==> config.mk <==
export PLATFORM = sky130hd
export DESIGN_NAME = alien_formation_scheduler
export DESIGN_NICKNAME = d
export VERILOG_FILES = /design/src/rtl/alien_formation_scheduler.sv
export SDC_FILE = /design/constraint.sdc
export NUM_CORES = 1
export LEC_CHECK = 0
export BUFFER_PORTS_ARGS = -buffer_cell sky130_fd_sc_hd__buf_4
export CAP_MARGIN = 30
export CORE_MARGIN = 2
export CORE_UTILIZATION = 55
export CTS_CLUSTER_DIAMETER = 40
export DETAILED_ROUTE_END_ITERATION = 7
export PLACE_DENSITY = 0.8
export REMOVE_ABC_BUFFERS = 1
export SYNTH_ARGS = -nofsm -noshare
export SYNTH_HDL_FRONTEND = slang
export SYNTH_SLANG_ARGS = --single-unit
==> constraint.sdc <==
create_clock -name clk -period 2.3 [get_ports clk]
set_input_delay 0.115 -clock clk [delete_from_list [all_inputs] [get_ports clk]]
set_output_delay 0.115 -clock clk [all_outputs]
set_load 0.05 [all_outputs]
==> src/rtl/alien_formation_scheduler.sv <==
// alien_formation_scheduler
// Frame-level sequencer for the alien sprite drawer. On frame_start it walks
// the ROWS x COLS formation in row-major order, skips dead slots, and for each
// live slot presents the sprite base pixel, pulses draw_enable and waits for
// sprite_done before moving to the next slot.
//
// Optional feature: define ALIEN_FORMATION_ERASE_EN to paint the previous
// frame's formation in background colour (erase=1) before each draw pass.
//
// Ports:
//   clk          system clock
//   reset_n      synchronous active-low reset
//   frame_start  one-cycle request to draw the formation (ignored while busy)
//   origin_x/y   formation top-left pixel, latched on frame_start
//   alive        alive mask, bit index = row*COLS+col, latched on frame_start
//   draw_enable  one-cycle start pulse to the sprite drawer
//   sprite_done  drawer completion pulse (only honoured while waiting)
//   base_x/y     sprite base pixel for the slot being drawn
//   erase        1 = drawer paints background colour
//   busy         high whenever the sequencer is not idle
//   frame_done   one-cycle pulse when the formation pass completes
module alien_formation_scheduler #(
    parameter int unsigned COLS   = 8,
    parameter int unsigned ROWS   = 4,
    parameter int unsigned X_STEP = 8,
    parameter int unsigned Y_STEP = 6,
    parameter int unsigned XW     = 8,
    parameter int unsigned YW     = 7
) (
    input  logic                 clk,
    input  logic                 reset_n,
    input  logic                 frame_start,
    input  logic [XW-1:0]        origin_x,
    input  logic [YW-1:0]        origin_y,
    input  logic [ROWS*COLS-1:0] alive,
    output logic                 draw_enable,
    input  logic                 sprite_done,
    output logic [XW-1:0]        base_x,
    output logic [YW-1:0]        base_y,
    output logic                 erase,
    output logic                 busy,
    output logic                 frame_done
);

    localparam int unsigned N  = ROWS * COLS;
    localparam int unsigned RW = (ROWS > 1) ? $clog2(ROWS) : 1;
    localparam int unsigned CW = (COLS > 1) ? $clog2(COLS) : 1;
    localparam int unsigned IW = (N > 1) ? $clog2(N) : 1;

    localparam logic [2:0] IDLE      = 3'd0;
    localparam logic [2:0] CHECK     = 3'd1;
    localparam logic [2:0] ISSUE     = 3'd2;
    localparam logic [2:0] WAIT_DONE = 3'd3;
    localparam logic [2:0] ADVANCE   = 3'd4;
    localparam logic [2:0] DONE      = 3'd5;

    logic [2:0]    state, state_n;
    logic [RW-1:0] row, row_n;
    logic [CW-1:0] col, col_n;
    logic [XW-1:0] org_x;
    logic [YW-1:0] org_y;
    logic [N-1:0]  org_alive;

    // Origin/mask of the pass currently being walked
    logic [XW-1:0] sel_x;
    logic [YW-1:0] sel_y;
    logic [N-1:0]  sel_alive;
    logic          slot_live;
    logic          last_col;
    logic          last_slot;

`ifdef ALIEN_FORMATION_ERASE_EN
    logic [XW-1:0] prev_origin_x;
    logic [YW-1:0] prev_origin_y;
    logic [N-1:0]  prev_alive;
    logic          prev_valid;
    logic          erase_n;

    // During the erase pass the previous frame's formation is walked
    always_comb begin
        sel_x     = erase ? prev_origin_x : org_x;
        sel_y     = erase ? prev_origin_y : org_y;
        sel_alive = erase ? prev_alive    : org_alive;
    end
`else
    always_comb begin
        sel_x     = org_x;
        sel_y     = org_y;
        sel_alive = org_alive;
    end

    assign erase = 1'b0;
`endif

    assign slot_live = sel_alive[IW'(32'(row) * COLS + 32'(col))];
    assign last_col  = (col == CW'(COLS - 1));
    assign last_slot = last_col && (row == RW'(ROWS - 1));

    // Next-state logic
    always_comb begin
        state_n = state;
        row_n   = row;
        col_n   = col;
`ifdef ALIEN_FORMATION_ERASE_EN
        erase_n = erase;
`endif
        case (state)
            IDLE: begin
                if (frame_start) begin
                    state_n = CHECK;
                    row_n   = '0;
                    col_n   = '0;
`ifdef ALIEN_FORMATION_ERASE_EN
                    erase_n = prev_valid;
`endif
                end
            end
            CHECK:     state_n = slot_live ? ISSUE : ADVANCE;
            ISSUE:     state_n = WAIT_DONE;
            WAIT_DONE: if (sprite_done) state_n = ADVANCE;
            ADVANCE: begin
                if (last_slot) begin
`ifdef ALIEN_FORMATION_ERASE_EN
                    // Erase pass rolls straight into the draw pass
                    if (erase) begin
                        erase_n = 1'b0;
                        row_n   = '0;
                        col_n   = '0;
                        state_n = CHECK;
                    end else begin
                        state_n = DONE;
                    end
`else
                    state_n = DONE;
`endif
                end else begin
                    if (last_col) begin
                        col_n = '0;
                        row_n = row + RW'(1);
                    end else begin
                        col_n = col + CW'(1);
                    end
                    state_n = CHECK;
                end
            end
            DONE:    state_n = IDLE;
            default: state_n = IDLE;
        endcase
    end

    // State, latched inputs and registered outputs
    always_ff @(posedge clk) begin
        if (!reset_n) begin
            state       <= IDLE;
            row         <= '0;
            col         <= '0;
            org_x       <= '0;
            org_y       <= '0;
            org_alive   <= '0;
            draw_enable <= 1'b0;
            busy        <= 1'b0;
            frame_done  <= 1'b0;
            base_x      <= '0;
            base_y      <= '0;
        end else begin
            state       <= state_n;
            row         <= row_n;
            col         <= col_n;
            draw_enable <= (state_n == ISSUE);
            busy        <= (state_n != IDLE);
            frame_done  <= (state_n == DONE);
            if (state == IDLE && frame_start) begin
                org_x     <= origin_x;
                org_y     <= origin_y;
                org_alive <= alive;
            end
            // row/col are stable from CHECK into ISSUE, so load on entry
            if (state_n == ISSUE) begin
                base_x <= XW'(32'(sel_x) + 32'(col) * X_STEP);
                base_y <= YW'(32'(sel_y) + 32'(row) * Y_STEP);
            end
        end
    end

`ifdef ALIEN_FORMATION_ERASE_EN
    // Previous-frame storage for the erase pass
    always_ff @(posedge clk) begin
        if (!reset_n) begin
            erase         <= 1'b0;
            prev_valid    <= 1'b0;
            prev_origin_x <= '0;
            prev_origin_y <= '0;
            prev_alive    <= '0;
        end else begin
            erase <= erase_n;
            if (state == DONE) begin
                prev_origin_x <= org_x;
                prev_origin_y <= org_y;
                prev_alive    <= org_alive;
                prev_valid    <= 1'b1;
            end
        end
    end
`endif

endmodule
==> run_results.csv <==
group,metric,value,unit
detailed_routing,dr_wl_met2,3260,µm
grt,track_usage,21.2,%
die,initial_core_util,57.6,%
final_layout,nets,527,
worst_setup_path,cp.depth,9,
sta,rsz0062_at_grt,"no",
grt,grt_overflow_total,0,
detailed_routing,drtPass1Iterations,4,
clock_tree,cts_buffers,9,
synthesis,yosys.area.top_type,"dfxtp_1",
final_layout,syn2layout_area_growth,20.4,%
worst_setup_path,r2r_start,"row[1]$_SDFFE_PN0P_",
clock_tree,cts-root-buf,"clkbuf_8",
worst_setup_path,path_buf_inv,1,
worst_setup_path,r2r-end,"base_y[6]$_SDFFE_PN0N_",
synthesis,synth.distinct_cells,43,
synthesis,yosys-top-cells-area,"dfxtp_1 (42%), nand2_1 (14%), a21boi_0 (11%)",
detailed_routing,drcViolationCount,0,
sta,tns,0,ns
worst_setup_path,cp-start-kind,"register",
power,ir_drop,0.421,mV
detailed_routing,drt-initial-drc-count,116,
die,die_h,83.5,µm
die,core-area,6030,µm²
worst_setup_path,cp-end-kind,"register",
synthesis,synth_area_per_cell,8.64,µm²
status,status,"finished, final reports clean",
clock_tree,clk_path_buf_depth,2,
detailed_routing,top_layer,"met4",
placed_design,gp_congestion,0.869,
synthesis,synth_ff_type,"dfxtp_1",
sta,fin_skew,0.00499,ns
clock_tree,clock_sink_count,73,
worst_setup_path,endpoint,"base_y[6]$_SDFFE_PN0N_",
synthesis,syn_area,3470,µm²
worst_setup_path,crit_chain,"ha_1 > inv_1 > ha_1 > a21o_1 > a21oi_1 > o21ai_0 > xnor2_1 > nand3_1 > o211a_1",
clock_tree,clkTransAtPathRegs,0.07,ns
synthesis,synth_common_cells,"nand2_1 (131), dfxtp_1 (73), a21boi_0 (50)",
grt,grt_max_degree,85,
sta,finalHoldViolCount,0,
run,maxCapViolations,0,
worst_setup_path,cpMostUsedCell,"ha_1",
detailed_routing,ant_nets,0,
clock_tree,cts_tree,"yes",
die,row_count,28,
worst_setup_path,arrival,2.35,ns
final_layout,final_area,4180,µm²
worst_setup_path,critical-path-top-delay-family,"compound AO/OA/AOI/OAI gates",
grt,grt_pass1_wl,12100,µm
worst_setup_path,crit_start,"row[1]$_SDFFE_PN0P_",
synthesis,netlist_instances,402,
synthesis,synth.most_common_cell,"nand2_1",
detailed_routing,wl,6930,µm
detailed_routing,wl_met3,352,µm
detailed_routing,routedLengthMet1,3220,µm
detailed_routing,route.detailed.wl_per_inst,12.8,µm
worst_hold_path,hp-class,"primary input to register",
placed_design,place_area,3990,µm²
power,p_leak,0.00174,µW
worst_setup_path,rr_worst_depth,9,
sta,fin_crit_sh,91.9,%
synthesis,synth_top_area_share,42.1,%
die,pin_count,70,
synthesis,synthArstFlopShare,0,%
synthesis,synth_edf_count,0,
worst_setup_path,max_stage_delay,0.46,ns
clock_tree,cts_resized,0,
detailed_routing,via_per_inst,5.23,
worst_setup_path,required,2.54,ns
synthesis,seq_area_frac_synth,42.1,%
clock_tree,cts_htree_levels,3,
clock_tree,clk_latency,0.34,ns
worst_setup_path,crit_fanout,8,
power,power_density,658,nW/µm²
worst_setup_path,reg2reg_setup_slack,0.19,ns
sta,finalCriticalPeriod,2.11,ns
grt,first_global_vias,2822,
final_layout,drive_above_1_share,20.1,%
placed_design,hpwl,4790,µm
sta,drv_slew,0,
worst_setup_path,worstSetupPathType,"register to register",
detailed_routing,dr_total_vias,2837,
worst_setup_path,cp_slowest_cell,"dfxtp_1",
synthesis,yosys_warnings,0,
sta,setup_viol,0,
sta,fmax,0.473,GHz
final_layout,insertedDiodeCount,0,
clock_tree,cts_hold_buf,0,
sta,relSlewSlack,54.1,%
clock_tree,post_cts_buffers,0,
die,dieWidth,83.5,µm
power,finalPower,2750,µW
synthesis,synth-seq-cells,73,
grt,antenna_found_initial,0,
placed_design,numPortBuffers,68,
die,die_area,6960,µm²
sta,worstMarginPinSlew,0.689,ns
[report_power, final]
| part | internal (µW) | total [µW] | switching, µW | leakage, µW |
|---|---|---|---|---|
| logic | 171 | 387 | 216 | 0.00105 |
| clock network | 529 | 971 | 443 | 0.0000974 |
| registers | 1340 | 1390 | 50.7 | 0.000596 |
| total | 2040 | 2750 | 710 | 0.00174 |
[worst reg2reg max path, stage by stage (launching register included)]
cell and delay, ns:
dfxtp_1 0.46, ha_1 0.29, inv_1 0.10, ha_1 0.23, a21o_1 0.15, a21oi_1 0.24, o21ai_0 0.15, xnor2_1 0.16
nand3_1 0.10, o211a_1 0.13
[cell families (layout without fill, tap and decap cells)]
kind of cell | Yosys count | count (layout) | share of synthesized area, %
buffers and inverters | 31 | 96 | 4.97
AOI/OAI and AO/OA | 81 | 81 | 16.9
and+or+nand+nor | 167 | 167 | 20.6
adders and majority gates | 14 | 14 | 5.48
muxes | 28 | 28 | 8.07
xor gates and xnor gates | 7 | 7 | 1.77
other | 1 | 1 | 0.108
DFF | 73 | 73 | 42.1
[sequential cells by signal, indices dropped and copies added (netlist names)]
register	count
col	3
org_alive	32
base_y	7
state	3
frame_done	1
draw_enable	1
base_x	8
org_x	8
busy	1
row	2
org_y	7
[worst min path at each step]
stage	start	endpoint	slack, ns	depth (start not counted)
floorplan	reset_n	state[1]$_SDFF_PN0_	0.23	1
global placement	origin_x[7]	org_x[7]$_SDFFE_PN0P_	0.38	3
detailed placement	origin_x[0]	org_x[0]$_SDFFE_PN0P_	0.38	3
CTS	alive[0]	org_alive[0]$_SDFFE_PN0P_	0.01	3
global route	alive[28]	org_alive[28]$_SDFFE_PN0P_	0.02	3
finish	alive[0]	org_alive[0]$_SDFFE_PN0P_	0.03	3
[cell type report]
class                   count  area (µm²)
well taps                  75        93.8
flip-flops and latches     73        1460
multi-input cells         298        1850
fillers                   501        1840
clock inverters             3        40.0
clock buffers              13         149
inverters                   6        22.5
repair buffers             74         568
[cell usage in the layout, fill, tap and decap left out, drive strengths merged, types with 2 or more instances in the layout]
| cell | synthesis | layout |
|---|---|---|
| nand2 | 131 | 131 |
| buf | 10 | 74 |
| dfxtp | 73 | 73 |
| a21boi | 50 | 50 |
| mux2i | 28 | 28 |
| clkbuf | 15 | 13 |
| ha | 12 | 12 |
| nor2 | 8 | 8 |
| a21oi | 8 | 8 |
| nand3 | 7 | 7 |
| xnor2 | 7 | 7 |
| inv | 6 | 6 |
| nor2b | 6 | 6 |
| a22oi | 5 | 5 |
| o21ai | 4 | 4 |
| o211a | 3 | 3 |
| a21o | 3 | 3 |
| and2 | 3 | 3 |
| a211oi | 2 | 2 |
| nor3 | 2 | 2 |
| o211ai | 2 | 2 |
| fa | 2 | 2 |
| clkinv | 0 | 2 |
| nand4 | 2 | 2 |
[per-layer routing]
layer  global-route usage [%]  up-vias
li1                         -     1461
met1                     25.1     1294
met2                     36.2       72
met3                     4.35       10
met4                     10.7        0
met5                        0        -
[stage by stage]
| step | setup WS (ns) | hold WS, ns | utilization (%) | instances |
|---|---|---|---|---|
| 3_5_place_dp | 0.207 | 0.385 | 66.3 | 526 |
| 6_report | 0.186 | 0.0264 | 69.4 | 542 |
| 4_1_cts | 0.191 | 0.0133 | 69.4 | 542 |
| 2_1_floorplan | -1.09 | 0.232 | - | 377 |
| 5_1_grt | 0.00949 | 0.0244 | 69.4 | 542 |
| 3_3_place_gp | 0.323 | 0.378 | 66.3 | 526 |
No activity file was read; power rests on OpenSTA's default activity.
